`config.mk`:
```
export PLATFORM = sky130hd
export DESIGN_NAME = input_debouncer
export DESIGN_NICKNAME = d
export VERILOG_FILES = /design/src/rtl/input_debouncer_pkg.sv /design/src/rtl/input_debouncer_channel.sv /design/src/rtl/input_debouncer.sv
export SDC_FILE = /design/constraint.sdc
export NUM_CORES = 1
export LEC_CHECK = 0
export BUFFER_PORTS_ARGS = -buffer_cell sky130_fd_sc_hd__buf_2
export CAP_MARGIN = 20
export CORE_AREA = 2 2 39 41
export DETAILED_ROUTE_END_ITERATION = 16
export DIE_AREA = 0 0 41 43
export MAX_ROUTING_LAYER = met4
export PLACE_DENSITY_LB_ADDON = 0.05
export SETUP_SLACK_MARGIN = 0.3
export SYNTH_ARGS = -nofsm -noshare
export SYNTH_HDL_FRONTEND = slang
export SYNTH_HIERARCHICAL = 1
export SYNTH_SLANG_ARGS = --single-unit
```
`constraint.sdc`:
```
create_clock -name CLK -period 1.86 [get_ports CLK]
set_input_delay 0.279 -clock CLK [delete_from_list [all_inputs] [get_ports CLK]]
set_output_delay 0.279 -clock CLK [all_outputs]
set_load 0.005 [all_outputs]
```
`src/rtl/input_debouncer_pkg.sv`:
```
// Shared constants and helpers for the input debouncer.
package input_debouncer_pkg;

    localparam int unsigned STABLE_CYCLES_DEFAULT = 4;

    // Bits needed to count 0..value-1, never less than one bit.
    function automatic int unsigned clog2(input int unsigned value);
        int unsigned bits;
        bits = 1;
        for (int unsigned b = 1; b < 32; b++) begin
            if ((64'd1 << b) < 64'(value)) begin
                bits = b + 1;
            end
        end
        return bits;
    endfunction

endpackage

```
`src/rtl/input_debouncer_channel.sv`:
```
// One debounced channel: two-flop synchronizer, stability counter, edge pulses.
module debounce_channel
    import input_debouncer_pkg::*;
#(
    parameter int unsigned STABLE_CYCLES = STABLE_CYCLES_DEFAULT
) (
    input  logic CLK,
    input  logic RESET,
    input  logic i,
    output logic o,
    output logic rise,
    output logic fall
);

    localparam int unsigned CNT_W = clog2(STABLE_CYCLES);
    localparam logic [CNT_W-1:0] CNT_LAST = CNT_W'(STABLE_CYCLES - 1);

    logic             sync1;
    logic             s;
    logic [CNT_W-1:0] cnt;
    logic [CNT_W-1:0] cnt_next;
    logic             o_next;
    logic             rise_next;
    logic             fall_next;

    // A differing level must survive STABLE_CYCLES samples; any match restarts.
    always_comb begin
        cnt_next  = '0;
        o_next    = o;
        rise_next = 1'b0;
        fall_next = 1'b0;
        if (s != o) begin
            if (cnt == CNT_LAST) begin
                o_next    = s;
                rise_next = s;
                fall_next = ~s;
            end else begin
                cnt_next = CNT_W'(cnt + 1'b1);
            end
        end
    end

    always_ff @(posedge CLK or posedge RESET) begin
        if (RESET) begin
            sync1 <= 1'b0;
            s     <= 1'b0;
            cnt   <= '0;
            o     <= 1'b0;
            rise  <= 1'b0;
            fall  <= 1'b0;
        end else begin
            sync1 <= i;
            s     <= sync1;
            cnt   <= cnt_next;
            o     <= o_next;
            rise  <= rise_next;
            fall  <= fall_next;
        end
    end

endmodule

```
`src/rtl/input_debouncer.sv`:
```
// Multi-channel debouncer: WIDTH independent debounce_channel instances.
module input_debouncer
    import input_debouncer_pkg::*;
#(
    parameter int unsigned WIDTH         = 2,
    parameter int unsigned STABLE_CYCLES = STABLE_CYCLES_DEFAULT
) (
    input  logic             CLK,
    input  logic             RESET,
    input  logic [WIDTH-1:0] I,
    output logic [WIDTH-1:0] O,
    output logic [WIDTH-1:0] RISE,
    output logic [WIDTH-1:0] FALL
);

    for (genvar n = 0; n < WIDTH; n++) begin : g_ch
        debounce_channel #(
            .STABLE_CYCLES(STABLE_CYCLES)
        ) u_ch (
            .CLK  (CLK),
            .RESET(RESET),
            .i    (I[n]),
            .o    (O[n]),
            .rise (RISE[n]),
            .fall (FALL[n])
        );
    end

endmodule

```
* Yosys cells after proc, flatten, opt, wreduce, memory -nomap -nowiden
Cells that the tools add are included.
** Storage, ports and cells
- Bits in registers :: 14
- Input port bits :: 4
- Logic and storage cells :: 34
** Cells by class
- Add/subtract/negate cells :: 2
- Equality and inequality tests :: 4
- Muxes and demuxes :: 12
- Bitwise gates (word level) :: 2
- Reductions and logical operators :: 2
** Operator list (number)
- 1-bit two-way mux :: 8
- 2-bit two-way mux :: 4
- 2-bit by 1-bit adder with 2-bit output, second input constant :: 2
- 2-bit equality test, second input constant :: 2
- 2-bit AND reduction :: 2
- 1-bit inequality test :: 2
- 1-bit NOT :: 2

* Longest topological paths before layout
- Depth in word-level cells :: 3
- Mapped depth :: 3
- Depth with buffers taken out :: 3

* Hierarchy
The synthesis kept the hierarchy.
** Modules (own cells, without submodules)
- debounce_channel :: instances 2, cells an instance 17, area an instance 240.2 um2, sequential area each 175.2 um2

* Least setup slack after synthesis
No wires, ideal clock.
- Kind :: reg-to-reg
- Start :: register g_ch[0].u_ch.cnt[0]
- End :: register g_ch[0].u_ch.cnt[1]
- Library setup time :: 0.127 ns
- Arrival :: 0.757 ns
- Required time :: 1.733 ns
- Path slack :: 0.976 ns
- Stages on the path, launching flop included :: 3
- Path buffers :: 0
- Cells stage by stage :: dfrtp_1 > ha_1 > nor2b_1
** On the way
- Word-level cells in the longest chain between the ends :: 3
- Elaborated cells on any way between the ends :: 4
- Classes of those cells :: add/sub: 1; eq/ne: 1; mux: 2
** Ends and longest elaborated chain
- start, declared :: line input_debouncer_channel.sv:20 : logic [CNT_W-1:0] cnt;
- start signal, assigned :: line input_debouncer_channel.sv:54 : cnt <= cnt_next;
- 2-bit by 1-bit adder with 2-bit output or 2-bit equality test (tied branches) :: line input_debouncer_channel.sv:38, input_debouncer_channel.sv:33
- 2-bit two-way mux (*) :: line input_debouncer_channel.sv:33 : if (cnt == CNT_LAST) begin
- 2-bit two-way mux (*) :: line input_debouncer_channel.sv:32 : if (s != o) begin
- via g_ch[0].u_ch.cnt_next[1] :: line input_debouncer_channel.sv:21 : logic [CNT_W-1:0] cnt_next;
The timed path passes the listed nets; every way through them passes the cells marked *.
A chain may end at the register's enable or synchronous reset.

* Final worst setup path
- Start :: register g_ch[0].u_ch.o
- End :: output O[0]
** RTL lines
- start, declared :: line input_debouncer_channel.sv:10 : output logic o,
- start signal, assigned :: line input_debouncer_channel.sv:55 : o <= o_next;
- end, declared :: line input_debouncer.sv:11 : output logic [WIDTH-1:0] O,
No word-level cell between the ends.

==> results.cfg <==
[die]
start_util_pct = 34.7
die_h_um = 43
num_rows = 14
coreArea_sq_um = 1380
dieArea_sq_um = 1760
ios = 10
dieWidth_um = 41

[placement]
place_ws_ns = 0.918
port_buffers = 9
dp.cells = 59
placed_cell_area_sq_um = 546
hpwl_um = 494
place_congestion = 0.657

[clocking]
clkLatencyLatePin_ns = 0.26
h-tree-depth = 1
clk_pin_slew_ns = 0.08
clk_path_buf_depth = 2
cts_tree = done
cts_made_buffers = 3
cts.sinks = 14
cts_root_buf = clkbuf_4
cts_resized = 0

[timing]
setup-tns-final_ns = 0
timing_hold_violations_final = 0
max_freq_mhz = 907
fin_worst_skew_ns = 0.000265
rsz0062_at_grt = no
setup_slack_ns = 0.757
maxSlewHeadroom_pct = 82.7
finalMaxSlewViolations = 0
finalCritPeriodShare_pct = 59.3
setup_viol = 0
final.min_clock_period_ns = 1.10
tightest_slew_ns = 0.258

[layout]
num_antenna_cells = 0
layout.cells.non_filler = 63
nets = 55
post-route-cell-area_sq_um = 578
area_growth_syn_to_layout_pct = 20.3
fin_util_pct = 41.8
drive_gt1_share_pct = 29.8

[synthesis]
synthArstFlopShare_pct = 100
syn_area_sq_um = 480
syn_avg_cell_area_sq_um = 14.1
syn_inst = 34
yosysSeqAreaShare_pct = 72.9
ys_warn_count = 6
netlist.area_leader.share_pct = 72.9
yosysUniqueCellTypes = 10
syn_nets = 40
yosys_register_bits = 14
ys_top_cells_by_area = dfrtp_1 73%, ha_1 5.2%, nor3_2 4.2%, xnor2_1 3.6%, inv_1 3.1%
yosys-top-cells-count = 14 x dfrtp_1, 4 x inv_1
synth-main-ff-cell = dfrtp_1
post-synth-top-area-cell = dfrtp_1
post-synth-top-count-cell = dfrtp_1
synth-edff-count = 0

[drt]
wl_per_cell_um = 9.95
drc = 0
viasPerCell = 4.38
via_count = 276
ant_nets = 0
dr.pass1.iters = 1
drt-initial-drc-count = 0
routed_wl_um = 627

[worst_setup_path]
crit_path_max_incr_delay_ns = 0.42
worstPathArrival_ns = 0.82
reg2reg_slack_ns = 0.91
start_kind = flip-flop
worstSetupStartpoint = g_ch[0].u_ch/o
worstReg2RegEnd = g_ch[0].u_ch/o
cp.depth = 1
cp_cell_sequence = buf_2
crit_path_end_kind = primary output
slowest_stage = dfrtp_1
crit_family = flip-flops
cp_max_fo = 4
cp.required_ns = 1.58
crit_buf_inv = 1
crit_type = reg2out
rr_startpoint = g_ch[0].u_ch/cnt[0]
timing.critical_path.to = O[0]
ff2ff_path_depth = 3

[global_routing]
grt_max_degree = 8
grt_pass1_vias = 267
grt_pass1_wl_um = 1110
antenna_found_initial = 0
grt_overflow_total = 0
grt_usage_pct = 10.1

[pwr]
powerDensity_nw_per_um2 = 1270
power_leakage_nw = 0.304
vdd.ir_drop.worst_mv = 0.548

[outcome]
status = finished, final reports clean

[worst_hold_path]
hold_depth = 1
hold_class = in2reg

[job]
maxCapViolCount = 0
==> state kept, by name, indices dropped and copies added, names as in the netlist <==
name             cells
g_ch.u_ch/cnt        4
g_ch.u_ch/fall       2
g_ch.u_ch/o          2
g_ch.u_ch/rise       2
g_ch.u_ch/s          2
g_ch.u_ch/sync1      2
==> cell usage in the layout, fill, tap and decap left out <==
master / n
o21ai_0: 2
clkbuf_4: 3
nor3_2: 2
inv_1: 4
nor3b_1: 2
xnor2_1: 2
buf_2: 9
dlygate4sd3_1: 1
nor2_1: 2
nand2_1: 2
nor2b_1: 2
dfrtp_1: 14
ha_1: 2
==> cell type report <==
| type | instances | area [sq um] |
|---|---|---|
| sequential | 14 | 350 |
| clock buffer | 3 | 22.5 |
| fill | 134 | 806 |
| multi-input combinational | 16 | 115 |
| timing repair buffer | 10 | 55.1 |
| inverter | 4 | 15.0 |
| tap | 16 | 20.0 |
==> cell families after synthesis <==
kind of cell             share of synthesized area [%]
flip-flops                                        72.9
AND/OR/NAND/NOR                                   13.0
buffers and inverters                             3.12
AO/OA/AOI/OAI                                     2.08
XOR/XNOR                                          3.65
adder cells (fa/ha/maj)                           5.21
==> power by group <==
part           leakage (nW)  total [W]  internal, W  switching, W
clock                0.0138   0.000159    0.0000748     0.0000845
combinational         0.111   0.000160    0.0000827     0.0000777
sequential            0.179   0.000414     0.000368     0.0000454
total                 0.304   0.000734     0.000526      0.000208
==> worst min path at each step <==
stage | start | to | slack [ns]
after floorplan | RESET | g_ch[0].u_ch/cnt[0] | 0.08
after global placement | RESET | g_ch[0].u_ch/sync1 | 0.22
after detailed placement | RESET | g_ch[0].u_ch/cnt[0] | 0.23
after CTS | I[1] | g_ch[1].u_ch/sync1 | 0.10
after global routing | I[1] | g_ch[1].u_ch/sync1 | 0.1
final | I[1] | g_ch[1].u_ch/sync1 | 0.11
==> metal layers <==
layer | global-route usage, % | share of wire, %
met1 | 11.8 | 48
met2 | 12.8 | 47
met3 | 3.14 | 5.6
met4 | 10.0 | 0
met5 | - | 0
==> timing repair <==
item	in CTS	in global routing
buffers inserted	0	0
endpoints found under the hold margin	14	0
hold buffers	1	0
==> metrics by stage <==
stage          power (W)  hold WS (ns)
2_1_floorplan   0.000523        0.0824
3_3_place_gp    0.000564         0.216
3_5_place_dp    0.000582         0.229
4_1_cts         0.000746         0.103
5_1_grt         0.000790        0.0973
6_report        0.000734         0.112
No activity file was read; power rests on OpenSTA's default activity.
